**src/rtl/alu_regfile_pipe.sv**
```systemverilog
// Two-stage ALU + register-file datapath: issue/execute on one edge, writeback on the next,
// with WB-to-issue forwarding so dependent ops can run back to back.
module alu_regfile_pipe #(
  parameter int WIDTH = 8,
  parameter int DEPTH = 8,
  parameter int AW    = $clog2(DEPTH),
  parameter int CNT_W = 16
) (
  input  logic             clk,
  input  logic             rst,
  input  logic             op_valid,
  input  logic [2:0]       opcode,
  input  logic [AW-1:0]    src_a,
  input  logic [AW-1:0]    src_b,
  input  logic             use_imm,
  input  logic [WIDTH-1:0] imm,
  input  logic [AW-1:0]    dst,
  input  logic [AW-1:0]    read_addr,
  output logic [WIDTH-1:0] read_data,
  output logic [WIDTH-1:0] result,
  output logic             result_valid,
  output logic             carry,
  output logic             zero,
  output logic [CNT_W-1:0] op_count
);

  typedef enum logic [2:0] {
    OP_AND  = 3'b000,
    OP_OR   = 3'b001,
    OP_NAND = 3'b010,
    OP_NOR  = 3'b011,
    OP_ADD  = 3'b100,
    OP_SUB  = 3'b101,
    OP_XOR  = 3'b110,
    OP_PASS = 3'b111
  } opcode_e;

  logic [WIDTH-1:0] regs_q [DEPTH];
  logic [WIDTH-1:0] regs_d [DEPTH];
  logic [WIDTH-1:0] result_q, result_d;
  logic             carry_q, carry_d;
  logic             zero_q, zero_d;
  logic             wb_valid_q, wb_valid_d;
  logic [AW-1:0]    wb_dst_q, wb_dst_d;
  logic [CNT_W-1:0] op_count_q, op_count_d;

  logic [WIDTH-1:0] opnd_a, opnd_b;
  logic [WIDTH:0]   sum_ext, diff_ext;

  // The WB stage's pending value is result_q itself, since result holds until the next valid op.
  always_comb begin
    opnd_a = regs_q[src_a];
    if (wb_valid_q && (wb_dst_q == src_a)) opnd_a = result_q;
    opnd_b = regs_q[src_b];
    if (wb_valid_q && (wb_dst_q == src_b)) opnd_b = result_q;
    if (use_imm) opnd_b = imm;
  end

  assign sum_ext  = {1'b0, opnd_a} + {1'b0, opnd_b};
  assign diff_ext = {1'b0, opnd_a} - {1'b0, opnd_b};

  always_comb begin
    result_d   = result_q;
    carry_d    = carry_q;
    zero_d     = zero_q;
    wb_valid_d = op_valid;
    wb_dst_d   = wb_dst_q;
    if (op_valid) begin
      wb_dst_d = dst;
      carry_d  = 1'b0;
      unique case (opcode_e'(opcode))
        OP_AND:  result_d = opnd_a & opnd_b;
        OP_OR:   result_d = opnd_a | opnd_b;
        OP_NAND: result_d = ~(opnd_a & opnd_b);
        OP_NOR:  result_d = ~(opnd_a | opnd_b);
        OP_ADD: begin
          result_d = sum_ext[WIDTH-1:0];
          carry_d  = sum_ext[WIDTH];
        end
        OP_SUB: begin
          result_d = diff_ext[WIDTH-1:0];
          carry_d  = diff_ext[WIDTH];
        end
        OP_XOR:  result_d = opnd_a ^ opnd_b;
        OP_PASS: result_d = opnd_b;
        default: result_d = opnd_b;
      endcase
      zero_d = (result_d == '0);
    end
  end

  always_comb begin
    regs_d     = regs_q;
    op_count_d = op_count_q;
    if (wb_valid_q) begin
      regs_d[wb_dst_q] = result_q;
      op_count_d       = op_count_q + 1'b1;
    end
  end

  always_ff @(posedge clk or posedge rst) begin
    if (rst) begin
      for (int i = 0; i < DEPTH; i++) regs_q[i] <= '0;
      result_q   <= '0;
      carry_q    <= 1'b0;
      zero_q     <= 1'b0;
      wb_valid_q <= 1'b0;
      wb_dst_q   <= '0;
      op_count_q <= '0;
    end else begin
      for (int i = 0; i < DEPTH; i++) regs_q[i] <= regs_d[i];
      result_q   <= result_d;
      carry_q    <= carry_d;
      zero_q     <= zero_d;
      wb_valid_q <= wb_valid_d;
      wb_dst_q   <= wb_dst_d;
      op_count_q <= op_count_d;
    end
  end

  assign read_data    = regs_q[read_addr];
  assign result       = result_q;
  assign result_valid = wb_valid_q;
  assign carry        = carry_q;
  assign zero         = zero_q;
  assign op_count     = op_count_q;

endmodule
```
**config.mk**
```make
export PLATFORM = sky130hd
export DESIGN_NAME = alu_regfile_pipe
export DESIGN_NICKNAME = d
export VERILOG_FILES = /design/src/rtl/alu_regfile_pipe.sv
export SDC_FILE = /design/constraint.sdc
export NUM_CORES = 1
export LEC_CHECK = 0
export CELL_PAD_IN_SITES_DETAIL_PLACEMENT = 0
export CELL_PAD_IN_SITES_GLOBAL_PLACEMENT = 2
export CORE_AREA = 2 2 135 137
export CTS_CLUSTER_SIZE = 25
export DETAILED_ROUTE_END_ITERATION = 8
export DIE_AREA = 0 0 137 139
export GPL_TIMING_DRIVEN = 0
export PLACE_DENSITY = 0.84
export SLEW_MARGIN = 0
export SYNTH_ARGS = -nofsm -noshare
export SYNTH_HDL_FRONTEND = slang
export SYNTH_SLANG_ARGS = --single-unit
```
**constraint.sdc**
```tcl
create_clock -name clk -period 4.3 [get_ports clk]
set_input_delay 1.075 -clock clk [delete_from_list [all_inputs] [get_ports clk]]
set_output_delay 1.075 -clock clk [all_outputs]
set_load 0.01 [all_outputs]
```
==> flow_summary.yaml, run 1 <==
finish:
  final_common_cell: "dfrtp_1"
  nets: 760
  fin_cells: 935
  synthToLayoutAreaGrowth_pct: 26.1
  drive_gt1_share_pct: 32.9
  layout_common_cells: "dfrtp_1 (94), mux2_2 (75), clkdlybuf4s50_1 (52)"
  final_area_sq_um: 8560
  antenna_cells: 0
route:
  drtAntennaViolNets: 0
  first_pass_iters: 7
  post-route-drc-count: 0
  vias: 5386
  first_iter_violations: 375
  vias_per_cell: 5.76
  wl_per_cell_um: 21.4
  wirelength_um: 20000
place:
  gp_congestion: 0.869
  port_buffers: 53
  dp_hpwl_um: 14500
  placed_area_sq_um: 7720
  dpl.cell_count: 892
sta:
  final.setup.tns_ns: 0
  setup_violations: 0
  post-route-period-util_pct: 98.5
  fmax_ghz: 0.236
  rsz0062_at_grt: "true"
  slew_viol_final: 0
  layout_min_cycle_time_ns: 4.24
  slew_headroom_pct: 32.3
  tightest_slew_ns: 1.01
  finalHoldViolations: 0
  timing.hold.ws_ns: 0.495
  skew_ns: 0.0103
flow_run:
  maxCapViolations: 0
logic_synthesis:
  synth_area_sq_um: 6790
  async_flop_share_pct: 100
  syn-instance-count: 607
  ys_seq_area_share_pct: 34.7
  yosysTopAreaCell: "dfrtp_1"
  synth_top_area_share_pct: 34.7
  ys_seq_elements: 94
  yosys_warnings: 0
  yosys-top-cells-area: "dfrtp_1 (35%), mux4_2 (15%), mux2_2 (13%)"
  synth_cell_types: 59
  synthFlopType: "dfrtp_1"
  synth_edf_count: 0
  syn_avg_cell_area_sq_um: 11.2
  synth_nets: 665
global_routing:
  grt.overflow.total: 0
  grt_max_degree: 65
  grt_pass1_vias: 5600
  grt_pass1_wl_um: 31800
  antenna_found_initial: 0
  grtUsageTotal_pct: 21.8
setup_path:
  worst-setup-path-type: "in2reg"
  r2r_slack_ns: 0.35
  worstPathArrival_ns: 4.49
  startpoint: "src_b[2]"
  setup.worst_path.start_class: "input pin"
  crit_path_end: "zero"
  reg2reg_depth: 15
  r2r_start: "result_valid"
  r2r-end: "zero"
  crit_required_ns: 4.55
  end_kind: "flip-flop"
  cp_max_fo: 5
outcome:
  status: "completed"
floorplan:
  ios: 62
  die_y_um: 139
  die_x_um: 137
  start_util_pct: 38.4
  fp.dieArea_sq_um: 19000
  fp-row-count: 49
  fp.coreArea_sq_um: 17700
power:
  power.density_nw_per_um2: 633
  p_leak_uw: 0.00365
  peakVddDrop_v: 0.000294
clock_network:
  cts.hold.buffers_added: 0
  cts_root_buffer: "clkbuf_16"
  clk_pin_slew_ns: 0.06
  cts_tree: "built"
  clockBufferDepth: 2
  clock-sinks: 94
  cts-htree-levels: 3
  clock_latency_ns: 0.35
  cts_buffers: 9
worst_hold_path:
  hp-start: "op_count[15]"
  hold_class: "reg2reg"
==> worst min path at each step <==
stage                   endpoint  slack (ns)  cells past startpoint
floorplan             regs_q[37]        0.48                      2
global placement    op_count[15]        0.47                      1
detailed placement  op_count[15]        0.47                      1
CTS                 op_count[15]        0.49                      1
global route        op_count[15]        0.52                      1
finish              op_count[15]        0.50                      1
==> cells by family after synthesis <==
group | share of synthesized area (%)
AO/OA/AOI/OAI | 10.8
XOR/XNOR | 2.97
adder cells (fa/ha/maj) | 5.94
buffers and inverters | 4.26
flip-flops | 34.7
multiplexers | 31.4
AND/OR/NAND/NOR | 9.92
==> report_power, final <==
part           switching [uW]  leakage, uW  internal (uW)
clock                     334     0.000161            565
sequential                391      0.00117           1250
combinational            1330      0.00231           1540
total                    2060      0.00365           3360
==> cell type report <==
type	count	area, sq um
plain buffers	40	259
clock buffers	9	225
clock inverters	6	111
fillers	1608	9100
inverters	28	111
multi-input cells	443	4370
flip-flops and latches	94	2350
well taps	229	287
repair buffers	86	846
==> worst max-delay path, cell delays in order <==
cell and delay, ns:
buf_12 0.10, buf_12 0.11, mux4_2 0.49, mux2_4 0.32, nor2_4 0.13, o31ai_4 0.09, ha_2 0.21, fa_2 0.38
a211oi_4 0.26, nor2_2 0.07, a221o_1 0.30, a221o_1 0.36, a221oi_2 0.26, o2111ai_2 0.14, o31ai_2 0.19
==> metal layers <==
metal	GRT usage [%]	vias to the layer above	wire length, um
li1	-	2448	-
met1	29.1	2737	8560
met2	36.2	174	10100
met3	3.80	27	941
met4	6.24	0	365
met5	0	-	0
==> repair_timing <==
item / in CTS / in global routing
buffers inserted: 13 / 17
resized for setup: 44 / 29
setup endpoints to repair: 15 / 8
hold endpoints to repair: 0 / 0
pin swaps: 9 / 6
==> flip-flops by register name, indices dropped and copies added (netlist names) <==
signal	count
regs_q	64
op_count	16
result	8
wb_dst_q	3
carry	1
result_valid	1
zero	1
==> synth_stat cells (all sizes together), types with 2 or more instances <==
cell type	count
o211ai	2
o221ai	3
fa	2
ha	29
o31a	2
mux2	76
nand4b	3
nand3	11
a22o	4
a21oi	26
a221oi	4
and3	9
buf	12
xnor2	14
a211oi	2
nor2	39
o22ai	4
nand2	36
o21bai	5
nor4	2
nand4	6
a21o	4
a221o	4
o31ai	8
nor3	8
mux2i	19
a31oi	5
xor2	9
or3	3
nand2b	5
inv	28
o21ai	25
nor2b	5
clkbuf	30
nand3b	2
a22oi	3
dfrtp	94
nor3b	5
mux4	48
o32ai	2
==> stage by stage <==
step | util [%] | power, uW | worst slack [ns]
after detailed placement | 43.7 | 4160 | -1.36
after global routing | 48.5 | 5780 | -0.0819
final | 48.5 | 5410 | 0.0644
after CTS | 47.1 | 5250 | -0.0185
after floorplan | - | 3330 | -0.0516
after global placement | 43.3 | 4080 | -1.41
Power figures use the tool's default switching activity.
==> inputs of run 2 (changes only) <==
SLEW_MARGIN = 20   (was 0)
==> run 2 against run 1 <==
Against the previous run: the flow now finishes with violations (negative setup slack); design area is 2.4% lower; routed wire length decreased by 1.6%; fmax shrank 3.5%; die area unchanged; worst hold slack gained 0.0021 ns; register-to-register slack got worse by 0.20 ns; combinational power decreased by 5%; setup slack worse by 0.15 ns.
==> flow_summary.yaml, run 2 (synthesis gave the netlist of run 1 again) <==
global_routing:
  grt_use_met2_pct: 35.4
  grt_pass1_vias: 5491
  grt_pass1_wl_um: 31600
  grt_max_degree: 65
  met1_usage_pct: 29.7
  grt.overflow.total: 0
  antenna_found_initial: 0
  gr-max-usage-layer: "met2"
  met3_usage_pct: 3.00
  grtUsageTotal_pct: 21.6
route:
  first_pass_iters: 5
  post-route-drc-count: 0
  drtAntennaViolNets: 0
  vias_per_cell: 5.78
  vias: 5331
  wirelength_um: 19700
  wl_per_cell_um: 21.3
  first_iter_violations: 266
finish:
  register_area_sq_um: 2350
  top_register: "regs_q"
  utilization_pct: 47.3
  layout_common_cells: "dfrtp_1 (94), mux2_2 (75), clkdlybuf4s50_1 (52)"
  synthToLayoutAreaGrowth_pct: 23.1
  final_common_cell: "dfrtp_1"
  largest_reg_flops: 64
  multi_input_comb_area_sq_um: 4320
  nets: 747
  drive_gt1_share_pct: 30.4
  fillers: 1650
  antenna_cells: 0
setup_path:
  slowest_delay_ns: 0.49
  reg2reg_depth: 15
  end_kind: "flip-flop"
  worst-setup-path-type: "in2reg"
  cp_max_fo: 4
  worstPathArrival_ns: 4.63
  path_cells: "buf_12 > buf_12 > mux4_2 > mux2_4 > nor2_4 > o31ai_4 > ha_2 > fa_2 > a211oi_4 > nor2_2 > a221o_1 > a221o_1 > a221oi_2 > o2111ai_2 > o31ai_2"
  slowest_stage: "mux4_2"
  setup.worst_path.start_class: "input pin"
  crit_required_ns: 4.54
power:
  peakVddDrop_v: 0.000304
  power.density_nw_per_um2: 619
  power.total_uw: 5170
  p_leak_uw: 0.00356
floorplan:
  fp-row-count: 49
  die_y_um: 139
  start_util_pct: 38.4
  die_x_um: 137
  fp.coreArea_sq_um: 17700
  ios: 62
  fp.dieArea_sq_um: 19000
sta:
  fmax_ghz: 0.228
  setup_violations: 2
  post-route-period-util_pct: 102
  slew_headroom_pct: 50.0
  finalHoldViolations: 0
  tightest_slew_ns: 0.745
  rsz0062_at_grt: "true"
  slew_viol_final: 0
  skew_ns: 0.00833
  fin_ws_ns: -0.0880
  layout_min_cycle_time_ns: 4.39
place:
  dp_hpwl_um: 14500
  gp_congestion: 0.869
  port_buffers: 53
worst_hold_path:
  hold_class: "reg2reg"
  hold_depth: 1
outcome:
  status: "finished with violations"
  violations: "negative setup slack"
clock_network:
  clock_latency_ns: 0.34
  cts_tree: "built"
  cts-htree-levels: 3
  cts_buffers: 9
  cts_root_buffer: "clkbuf_16"
  clock-sinks: 94
  cts.hold.buffers_added: 0
  clk_pin_slew_ns: 0.06
  clockBufferDepth: 2
flow_run:
  maxCapViolations: 0
## run 2: cell count changes in the layout (fill, tap and decap cells not counted), sizes merged
cell      previous run  this run
bufinv               3         1
clkinv               2         1
clkbuf              37        42
clkinvlp             2         1
inv                 27        28
buf                 45        31
## run 2: routing by layer
layer	vias up	wire [um]
li1	2430	-
met1	2694	8520
met2	175	9780
met3	32	946
met4	0	442
met5	-	0
## run 2: what timing repair did
item                       CTS  global route
resized for setup           35            21
setup buffers                9             5
pin swaps                    6             9
setup endpoints to repair   15             9
gates cloned                 1             0
## run 2: critical path: cells and delay by family
kind	cells	cell delay, ns
muxes	2	0.81
AOI/OAI and AO/OA	7	1.69
and+or+nand+nor	2	0.19
adders and majority gates	2	0.67
buffers and inverters	2	0.19
## run 2: final timing paths
check | from | endpoint | slack (ns)
max | src_b[2] | zero | -0.09
min | op_count[13] | op_count[13] | 0.50
max reg2reg | result_valid | zero | 0.15
min reg2reg | op_count[13] | op_count[13] | 0.50
max in group asynchronous | rst | regs_q[25] | 2.61
min in group asynchronous | rst | op_count[15] | 1.08
## run 2: power by group
part | total (uW) | internal (uW) | switching (uW)
Sequential | 1630 | 1250 | 381
Combinational | 2740 | 1460 | 1280
Clock | 804 | 482 | 322
Total | 5170 | 3190 | 1980
## run 2: through the flow
stage          hold WS (ns)  setup WS [ns]  cell area (sq um)  std cells  TNS [ns]
2_1_floorplan         0.477        -0.0516               6830        607   -0.0516
3_3_place_gp          0.467          -1.41               7650        889    -72.89
3_5_place_dp          0.481          -1.41               7740        894    -11.90
4_1_cts               0.499        -0.0408               8240        918   -0.0408
5_1_grt               0.521         -0.218               8350        923    -0.283
6_report              0.497        -0.0880               8350        923    -0.113
## run 2: area by class of cell
class / instances / area share [%]
clock buffer: 13 / 3.12
multi-input combinational: 443 / 51.7
sequential: 94 / 28.2
clock inverter: 3 / 0.509
timing repair buffer: 73 / 8.81
tap: 229 / 3.43
buffer: 40 / 3.00
inverter: 28 / 1.32
==> inputs of run 3 (changes only) <==
ABC_AREA = 1   (was unset)
CORE_AREA = 2 2 150 152   (was 2 2 135 137)
DIE_AREA = 0 0 152 154   (was 0 0 137 139)
SKIP_LAST_GASP = 1   (was unset)
==> run 3 against run 2 <==
Against the previous run: the run now ends clean; critical path type is now in2out; sequential power shrank 11%; routed wire length grew 35%; first-iteration DRC count grew 110%; die area grew 23%; synthesized area grew 4.3%; highest routed layer unchanged; clock skew grew 0.0023 ns; clock-buffer cell count shrank 3; clock power grew 14%; flip-flop and latch count is the same.
==> flow_summary.yaml, run 3 <==
outcome:
  status: "completed"
floorplan:
  start_util_pct: 32.6
  fp.dieArea_sq_um: 23400
  die_y_um: 154
  ios: 62
  fp.coreArea_sq_um: 21700
  fp-row-count: 54
  die_x_um: 152
route:
  post-route-drc-count: 0
  vias: 7297
  wl_per_cell_um: 19.0
  vias_per_cell: 5.21
  wirelength_um: 26600
  drtAntennaViolNets: 0
  first_pass_iters: 5
  first_iter_violations: 555
logic_synthesis:
  syn-instance-count: 1047
  syn_avg_cell_area_sq_um: 6.76
  async_flop_share_pct: 100
  ys_seq_elements: 94
  synthAdderAreaFrac_pct: 5.69
  synth_area_sq_um: 7080
  yosysTopAreaCell: "dfrtp_1"
  synth_edf_count: 0
  synthFlopType: "dfrtp_1"
  synth.most_common_cell: "nand2_1"
  synth_cell_types: 46
  ys_seq_area_share_pct: 33.2
  synth_top_area_share_pct: 33.2
  synthMuxAreaShare_pct: 0
  yosys_warnings: 0
  synth_nets: 1105
  synthTopCellsByCount: "nand2_1 (291), o21ai_0 (145), inv_1 (102)"
  yosys-top-cells-area: "dfrtp_1 (33%), nand2_1 (15%), o21ai_0 (10%)"
  synth_simple_gate_area_share_pct: 31.2
  synth-xor-area-share_pct: 1.98
  synth_compound_area_share_pct: 18.4
  synth_top_family_by_area: "simple AND/OR/NAND/NOR gates"
setup_path:
  r2r_slack_ns: 0.93
  worstPathArrival_ns: 3.16
  slowest_delay_ns: 0.59
  r2r_start: "wb_dst_q[1]"
  reg2reg_depth: 22
  setup.worst_path.start_class: "input pin"
  end_kind: "output port"
  startpoint: "read_addr[1]"
  crit_path_end: "read_data[7]"
  path_buf_inv: 3
  r2r-end: "zero"
  cp_max_fo: 10
  worst-setup-path-type: "in2out"
  crit_family: "buffers and inverters"
  crit_required_ns: 3.22
  slowest_stage: "clkdlybuf4s50_1"
  path_cells: "clkdlybuf4s50_1 > clkbuf_2 > o21ai_0 > o21ai_0 > nor2_1 > a31oi_1 > clkdlybuf4s50_1"
  cp.depth: 7
global_routing:
  grtUsageTotal_pct: 22.7
  grt.overflow.total: 0
  antenna_found_initial: 0
  grt_pass1_wl_um: 41600
  grt_pass1_vias: 6997
  grt_max_degree: 54
clock_network:
  cts-htree-levels: 3
  clock-sinks: 94
  cts_tree: "built"
  clockBufferDepth: 2
  clk_pin_slew_ns: 0.07
  cts_root_buffer: "clkbuf_16"
  cts_buffers: 9
  clock_latency_ns: 0.36
  cts.hold.buffers_added: 0
sta:
  final.setup.tns_ns: 0
  tightest_slew_ns: 0.825
  post-route-period-util_pct: 98.5
  skew_ns: 0.0106
  finalHoldViolations: 0
  layout_min_cycle_time_ns: 4.24
  timing.hold.ws_ns: 0.478
  slew_headroom_pct: 44.8
  fmax_ghz: 0.236
  rsz0062_at_grt: "true"
  slew_viol_final: 0
  setup_violations: 0
  fin_ws_ns: 0.0646
place:
  gp_congestion: 0.885
  dpl_worst_slack_ns: -1.13
  port_buffers: 55
  dpl.cell_count: 1383
  placed_area_sq_um: 8010
  dp_hpwl_um: 20000
flow_run:
  maxCapViolations: 0
finish:
  final_area_sq_um: 8410
  layout_common_cells: "nand2_1 (290), o21ai_0 (138), inv_1 (100)"
  fin_cells: 1401
  nets: 1174
  final_common_cell: "nand2_1"
  largest_reg_flops: 64
  synthToLayoutAreaGrowth_pct: 18.8
  drive_gt1_share_pct: 9.01
  top_register: "regs_q"
  antenna_cells: 0
worst_hold_path:
  hold_class: "reg2reg"
  hp-start: "op_count[15]"
power:
  power.density_nw_per_um2: 455
  p_leak_uw: 0.00392
  peakVddDrop_v: 0.000218
-- run 3: through the flow --
step	util, %	total power (uW)
2_1_floorplan	-	2330
3_3_place_gp	36.8	2890
3_5_place_dp	36.9	2900
4_1_cts	38.6	3820
5_1_grt	38.8	4110
6_report	38.8	3830
-- run 3: how the worst min path moves through the flow --
stage                         to  slack, ns  cells after the start
floorplan             regs_q[33]       0.47                      2
global placement    op_count[15]       0.46                      1
detailed placement  op_count[15]       0.46                      1
CTS                 op_count[15]       0.48                      1
global route        op_count[15]       0.49                      1
finish              op_count[15]       0.48                      1
-- run 3: power by group --
group	internal, uW	switching [uW]
clock network	529	388
logic	573	893
registers	1140	304
-- run 3: layout make-up --
type	count	area, sq um
clock inverter	6	92.6
sequential	94	2350
tap	280	350
clock buffer	10	239
fill	2347	13300
buffer	51	262
multi-input combinational	790	4080
inverter	112	435
timing repair buffer	58	593
-- run 3: logic make-up after synthesis --
kind of cell / after synthesis
buf+inv: 163
flops: 94
compound gates: 240
xor+xnor: 16
fa+ha+maj: 31
simple gates: 503
-- run 3: metal layers --
metal | vias to the layer above | wire [um] | track usage [%]
li1 | 3566 | - | -
met1 | 3454 | 13000 | 33.2
met2 | 245 | 11700 | 35.7
met3 | 32 | 1420 | 3.38
met4 | 0 | 388 | 4.54
met5 | - | 0 | 0
-- run 3: what timing repair did --
item | CTS | global route
endpoints found under the setup margin | 17 | 14
buffers inserted | 0 | 2
pin swaps | 0 | 1
resized for setup | 11 | 21
